--- src/rtl/page_walker_if.sv ---
// Request, memory and TLB-insert signals of the page-table walker.
// The master modport is the walker's view; slave is the TLB/memory side.
interface page_walker_if #(
  parameter int SADDR = 64,
  parameter int SPCID = 12
);
  logic             walk_req;
  logic [SADDR-1:0] va;
  logic [SPCID-1:0] pcid;
  logic [SADDR-1:0] root;
  logic             abort;
  logic             walk_busy;
  logic             mem_req;
  logic [SADDR-1:0] mem_addr;
  logic             mem_ack;
  logic [SADDR-1:0] mem_rdata;
  logic             insert;
  logic [SADDR-1:0] pa_out;
  logic [SADDR-1:0] va_out;
  logic [SPCID-1:0] pcid_out;
  logic             fault;

  modport master (
    input  walk_req, va, pcid, root, abort, mem_ack, mem_rdata,
    output walk_busy, mem_req, mem_addr, insert, pa_out, va_out, pcid_out, fault
  );

  modport slave (
    output walk_req, va, pcid, root, abort, mem_ack, mem_rdata,
    input  walk_busy, mem_req, mem_addr, insert, pa_out, va_out, pcid_out, fault
  );
endinterface

--- src/rtl/page_walker.sv ---
// Multi-level page-table walker: on a TLB miss it reads one PTE per level and
// either emits a one-cycle insert with the translated address or a fault pulse.
module page_walker #(
  parameter int SADDR  = 64,
  parameter int SPAGE  = 12,
  parameter int SIDX   = 9,
  parameter int LEVELS = 3,
  parameter int SPCID  = 12
) (
  input  logic           clk,
  input  logic           rst,
  page_walker_if.master  bus
);

  localparam int SPPN = SADDR - SPAGE;
  localparam int SLVL = (LEVELS > 1) ? $clog2(LEVELS) : 1;
  localparam logic [SLVL-1:0] LAST_LVL = SLVL'(LEVELS - 1);

  localparam logic [2:0] S_IDLE  = 3'd0;
  localparam logic [2:0] S_WALK  = 3'd1;
  localparam logic [2:0] S_DONE  = 3'd2;
  localparam logic [2:0] S_FAULT = 3'd3;
  localparam logic [2:0] S_DRAIN = 3'd4;

  logic [2:0]       state_q;
  logic [SLVL-1:0]  level_q;
  logic [SPPN-1:0]  base_q;
  logic [SPPN-1:0]  leaf_ppn_q;
  logic [SADDR-1:0] va_q;
  logic [SPCID-1:0] pcid_q;

  logic [SIDX-1:0]  idx;
  logic             pte_v;
  logic             pte_l;
  logic [SPPN-1:0]  pte_ppn;

  assign pte_v   = bus.mem_rdata[0];
  assign pte_l   = bus.mem_rdata[1];
  assign pte_ppn = bus.mem_rdata[SADDR-1:SPAGE];

  // Level 0 consumes the most significant index field of the VA.
  // NOTE: every always_comb output gets a default first so no latch is inferred.
  always_comb begin
    idx = '0;
    for (int i = 0; i < LEVELS; i++) begin
      if (level_q == SLVL'(i))
        idx = va_q[SPAGE + SIDX*(LEVELS-i) - 1 -: SIDX];
    end
  end

  // NOTE: state registers use non-blocking assignments only.
  always_ff @(posedge clk) begin
    if (rst) begin
      state_q    <= S_IDLE;
      level_q    <= '0;
      base_q     <= '0;
      leaf_ppn_q <= '0;
      va_q       <= '0;
      pcid_q     <= '0;
    end else begin
      case (state_q)
        S_IDLE: begin
          if (bus.walk_req && !bus.abort) begin
            va_q    <= bus.va;
            pcid_q  <= bus.pcid;
            base_q  <= bus.root[SADDR-1:SPAGE];
            level_q <= '0;
            state_q <= S_WALK;
          end
        end
        S_WALK: begin
          if (bus.abort) begin
            // An outstanding read must complete before the walker can go idle.
            state_q <= bus.mem_ack ? S_IDLE : S_DRAIN;
          end else if (bus.mem_ack) begin
            if (!pte_v) begin
              state_q <= S_FAULT;
            end else if (level_q == LAST_LVL) begin
              if (pte_l) begin
                leaf_ppn_q <= pte_ppn;
                state_q    <= S_DONE;
              end else begin
                state_q <= S_FAULT;
              end
            end else if (pte_l) begin
              state_q <= S_FAULT;
            end else begin
              level_q <= level_q + 1'b1;
              base_q  <= pte_ppn;
            end
          end
        end
        S_DRAIN: begin
          if (bus.mem_ack)
            state_q <= S_IDLE;
        end
        S_DONE:  state_q <= S_IDLE;
        S_FAULT: state_q <= S_IDLE;
        default: state_q <= S_IDLE;
      endcase
    end
  end

  assign bus.walk_busy = (state_q != S_IDLE);
  assign bus.mem_req   = (state_q == S_WALK) || (state_q == S_DRAIN);
  assign bus.mem_addr  = {base_q, idx, 3'b000};
  assign bus.insert    = (state_q == S_DONE);
  assign bus.fault     = (state_q == S_FAULT);
  assign bus.pa_out    = {leaf_ppn_q, va_q[SPAGE-1:0]};
  assign bus.va_out    = va_q;
  assign bus.pcid_out  = pcid_q;

endmodule

--- src/flat_wrapper.sv ---
// flat-port wrapper written by rule: the top's interface ports become plain ports
module page_walker_flat 
#(
  parameter int SADDR  = 64,
  parameter int SPAGE  = 12,
  parameter int SIDX   = 9,
  parameter int LEVELS = 3,
  parameter int SPCID  = 12
)
  (clk, rst, bus_walk_req, bus_va, bus_pcid, bus_root, bus_abort, bus_mem_ack, bus_mem_rdata, bus_walk_busy, bus_mem_req, bus_mem_addr, bus_insert, bus_pa_out, bus_va_out, bus_pcid_out, bus_fault);
  page_walker_if #(.SADDR(SADDR), .SPCID(SPCID)) bus_i ();
  input  logic clk;
  input  logic rst;
  input wire logic [$bits(bus_i.walk_req)-1:0] bus_walk_req;
  input wire logic [$bits(bus_i.va)-1:0] bus_va;
  input wire logic [$bits(bus_i.pcid)-1:0] bus_pcid;
  input wire logic [$bits(bus_i.root)-1:0] bus_root;
  input wire logic [$bits(bus_i.abort)-1:0] bus_abort;
  input wire logic [$bits(bus_i.mem_ack)-1:0] bus_mem_ack;
  input wire logic [$bits(bus_i.mem_rdata)-1:0] bus_mem_rdata;
  output wire logic [$bits(bus_i.walk_busy)-1:0] bus_walk_busy;
  output wire logic [$bits(bus_i.mem_req)-1:0] bus_mem_req;
  output wire logic [$bits(bus_i.mem_addr)-1:0] bus_mem_addr;
  output wire logic [$bits(bus_i.insert)-1:0] bus_insert;
  output wire logic [$bits(bus_i.pa_out)-1:0] bus_pa_out;
  output wire logic [$bits(bus_i.va_out)-1:0] bus_va_out;
  output wire logic [$bits(bus_i.pcid_out)-1:0] bus_pcid_out;
  output wire logic [$bits(bus_i.fault)-1:0] bus_fault;
  assign bus_i.walk_req = bus_walk_req;
  assign bus_i.va = bus_va;
  assign bus_i.pcid = bus_pcid;
  assign bus_i.root = bus_root;
  assign bus_i.abort = bus_abort;
  assign bus_i.mem_ack = bus_mem_ack;
  assign bus_i.mem_rdata = bus_mem_rdata;
  assign bus_walk_busy = bus_i.walk_busy;
  assign bus_mem_req = bus_i.mem_req;
  assign bus_mem_addr = bus_i.mem_addr;
  assign bus_insert = bus_i.insert;
  assign bus_pa_out = bus_i.pa_out;
  assign bus_va_out = bus_i.va_out;
  assign bus_pcid_out = bus_i.pcid_out;
  assign bus_fault = bus_i.fault;
  page_walker #(.SADDR(SADDR), .SPAGE(SPAGE), .SIDX(SIDX), .LEVELS(LEVELS), .SPCID(SPCID)) u_core (.clk(clk), .rst(rst), .bus(bus_i));
endmodule
--- config.mk ---
export PLATFORM = sky130hd
export DESIGN_NAME = page_walker_flat
export DESIGN_NICKNAME = d
export VERILOG_FILES = /design/src/rtl/page_walker_if.sv /design/src/rtl/page_walker.sv /design/src/flat_wrapper.sv
export SDC_FILE = /design/constraint.sdc
export NUM_CORES = 1
export LEC_CHECK = 0
export CORE_AREA = 2 2 164 166
export CTS_BUF_LIST = sky130_fd_sc_hd__clkbuf_4 sky130_fd_sc_hd__clkbuf_8
export DETAILED_ROUTE_END_ITERATION = 10
export DIE_AREA = 0 0 166 168
export GPL_ROUTABILITY_DRIVEN = 0
export PLACE_DENSITY_LB_ADDON = 0.05
export SYNTH_ARGS = -nofsm -noshare
export SYNTH_HDL_FRONTEND = slang
export SYNTH_SLANG_ARGS = --single-unit
export TNS_END_PERCENT = 20
--- constraint.sdc ---
create_clock -name clk -period 2.5 [get_ports clk]
set_clock_uncertainty 0.1 [all_clocks]
set_input_delay 0.5 -clock clk [delete_from_list [all_inputs] [get_ports clk]]
set_output_delay 0.5 -clock clk [all_outputs]
set_load 0.02 [all_outputs]
==> impl_metrics.toml <==
[setup_path]
arrival_ps = 1760
timing.rr.start = "u_core.level_q[0]"
worstSetupStartpointType = "flop"
startpoint = "u_core.level_q[1]"
cp-end-kind = "primary output"
rrSetupSlack_ps = 180
crit_path_end = "bus_mem_addr[5]"
r2r_cells = 8
worstPathMaxFanout = 9
crit_required_ps = 1900
worstSetupPathType = "reg -> out"
reg2reg_to = "u_core.leaf_ppn_q[28]"

[finish]
fin_nets = 1465
area_delta_synth_final_pct = 61.7
diodes = 0
final_util_pct = 46.8
drive_gt1_share_pct = 9.64
final_cell_area_um2 = 12300

[global_routing]
grt_pass1_vias = 7205
antenna_found_initial = 1
grtUsageTotal_pct = 19.4
grt_max_degree = 79
grt_overflow = 0
grt_first_pass_wirelength_um = 42400

[place]
dpl-instance-area_um2 = 11900
dp_hpwl_um = 19600
io_buffers = 391
place_ws_ps = 25.6

[synth]
yosysMostFrequentCell = "nand2_1"
synthCells = 901
synth_common_cells = "nand2_1 (277), dfxtp_1 (185), a21oi_1 (142), nor3_1 (53), mux2i_1 (52)"
synthTopCellsByArea = "dfxtp_1 (49%), nand2_1 (14%), a21oi_1 (9.3%)"
synthArstFlopShare_pct = 0
yosysSeqAreaShare_pct = 48.5
synth_top_area_share_pct = 48.5
synth_seq_cells = 185
synth_largest_area_cell = "dfxtp_1"
avgSynthCellArea_um2 = 8.47
ys_types = 34
syn-cell-area_um2 = 7630
yosysWarningCount = 0
synth_edf_count = 0
ys.flop_type = "dfxtp_1"

[clocking]
h-tree-depth = 4
path_clk_slew_ps = 100
clockRootBuffer = "clkbuf_8"
cts_hold_buf = 0
clkLatencyLatePin_ps = 450
cts_tree = "yes"
cts_setup_buffers = 0
cts_buffers = 17
clk_path_buf_depth = 2
cts_sinks = 185

[sta]
rsz0062_at_grt = "yes"
drv_slew = 0
finalSetupViolations = 0
min_period_ps = 2360
fmax_ghz = 0.423
layout_setup_ws_ps = 137
min_period_over_period_pct = 94.5
hold_viol = 0
holdWs_ps = 204

[flow_run]
cap_violations = 0

[floorplan]
start_util_pct = 29.0
fp.dieArea_um2 = 27900
die_y_um = 168
coreArea_um2 = 26400
rows = 60
num_io_pins = 417
dieWidth_um = 166

[drt]
firstDrtPassIters = 4
vias_per_cell = 4.64
drt_wl_total_um = 28000
drt-wirelength-per-cell_um = 17.5
drc_errors = 0
final_antenna_net_count = 0
vias = 7444
drt_iter0_drc = 446

[worst_hold_path]
holdCritStartpoint = "rst"
hp-class = "in -> reg"

[pwr]
peakVddDrop_uv = 398
power_density_nw_per_um2 = 566
leakagePower_nw = 4.24

[outcome]
status = "completed"
## cell families after synthesis
logic type / share of synthesized area (%)
and+or+nand+nor: 19.7
AOI/OAI and AO/OA: 17.5
DFF: 48.5
buffers and inverters: 6.88
muxes: 6.82
adders and majority gates: 0.492
other: 0.0491
## metal layers
| layer | GRT usage [%] | vias to the layer above | wire [um] |
|---|---|---|---|
| li1 | - | 3722 | - |
| met2 | 32.7 | 271 | 13300 |
| met1 | 22.8 | 3418 | 11800 |
| met4 | 5.75 | 2 | 564 |
| met3 | 7.78 | 31 | 2380 |
| met5 | 0 | - | 11 |
## area by class of cell
class	instances	area, um^2
inverters	4	15.0
fillers	2612	14000
clock inverters	12	213
flip-flops and latches	185	3710
repair buffers	422	4290
well taps	341	427
clock buffers	19	249
multi-input cells	623	3440
## worst max-delay path, cell delays in order, from the launching register on
cell and delay [ps]:
dfxtp_2 340, inv_1 100, ha_2 240, buf_4 170
nor2_1 50, a21oi_1 160, o21ai_0 90, buf_2 160
## where the power goes
part	internal [mW]	switching [mW]
combinational	0.738	0.694
clock	1.23	1.16
sequential	3.08	0.0799
## layout by cell type (no fill, tap or decap), types with 3 or more instances in the layout
| cell type | n |
|---|---|
| inv_6 | 3 |
| mux2i_1 | 52 |
| conb_1 | 3 |
| buf_12 | 14 |
| dfxtp_1 | 183 |
| nor2_1 | 12 |
| a21oi_1 | 142 |
| a211oi_1 | 17 |
| nand3_1 | 3 |
| bufinv_16 | 5 |
| clkdlybuf4s50_1 | 377 |
| clkbuf_8 | 17 |
| nand2_1 | 276 |
| o21ai_0 | 6 |
| buf_4 | 22 |
| buf_2 | 4 |
| a211oi_2 | 35 |
| o21ai_1 | 3 |
| nor3_1 | 53 |
## worst min path at each step
stage               slack (ps)  cells past startpoint                endpoint
finish                     200                      2    u_core.bus.va_out[7]
global route               180                      2       u_core.level_q[0]
CTS                        170                      2       u_core.level_q[0]
detailed placement         350                      2   u_core.leaf_ppn_q[15]
global placement           340                      2  u_core.bus.pcid_out[7]
floorplan                  360                      2       u_core.level_q[0]
## metrics by stage
| step | total power [mW] | setup TNS, ps | cells |
|---|---|---|---|
| after detailed placement | 4.68 | 0 | 1575 |
| after global placement | 4.68 | 0 | 1575 |
| after global routing | 7.32 | -19.8 | 1606 |
| after floorplan | 3.90 | 0 | 903 |
| final | 6.99 | 0 | 1606 |
| after CTS | 7.10 | -146 | 1606 |
## flip-flops by register name, summed over array words and instances, names as in the netlist
signal	cells
u_core.base_q	52
u_core.leaf_ppn_q	52
u_core.bus.va_out	64
u_core.level_q	2
u_core.bus.pcid_out	12
u_core.state_q	3
## what timing repair did
item / CTS / global route
endpoints found under the setup margin: 13 / 11
endpoints found under the hold margin: 0 / 0
gates resized for setup: 47 / 17
(Power assumes the default switching activity.)
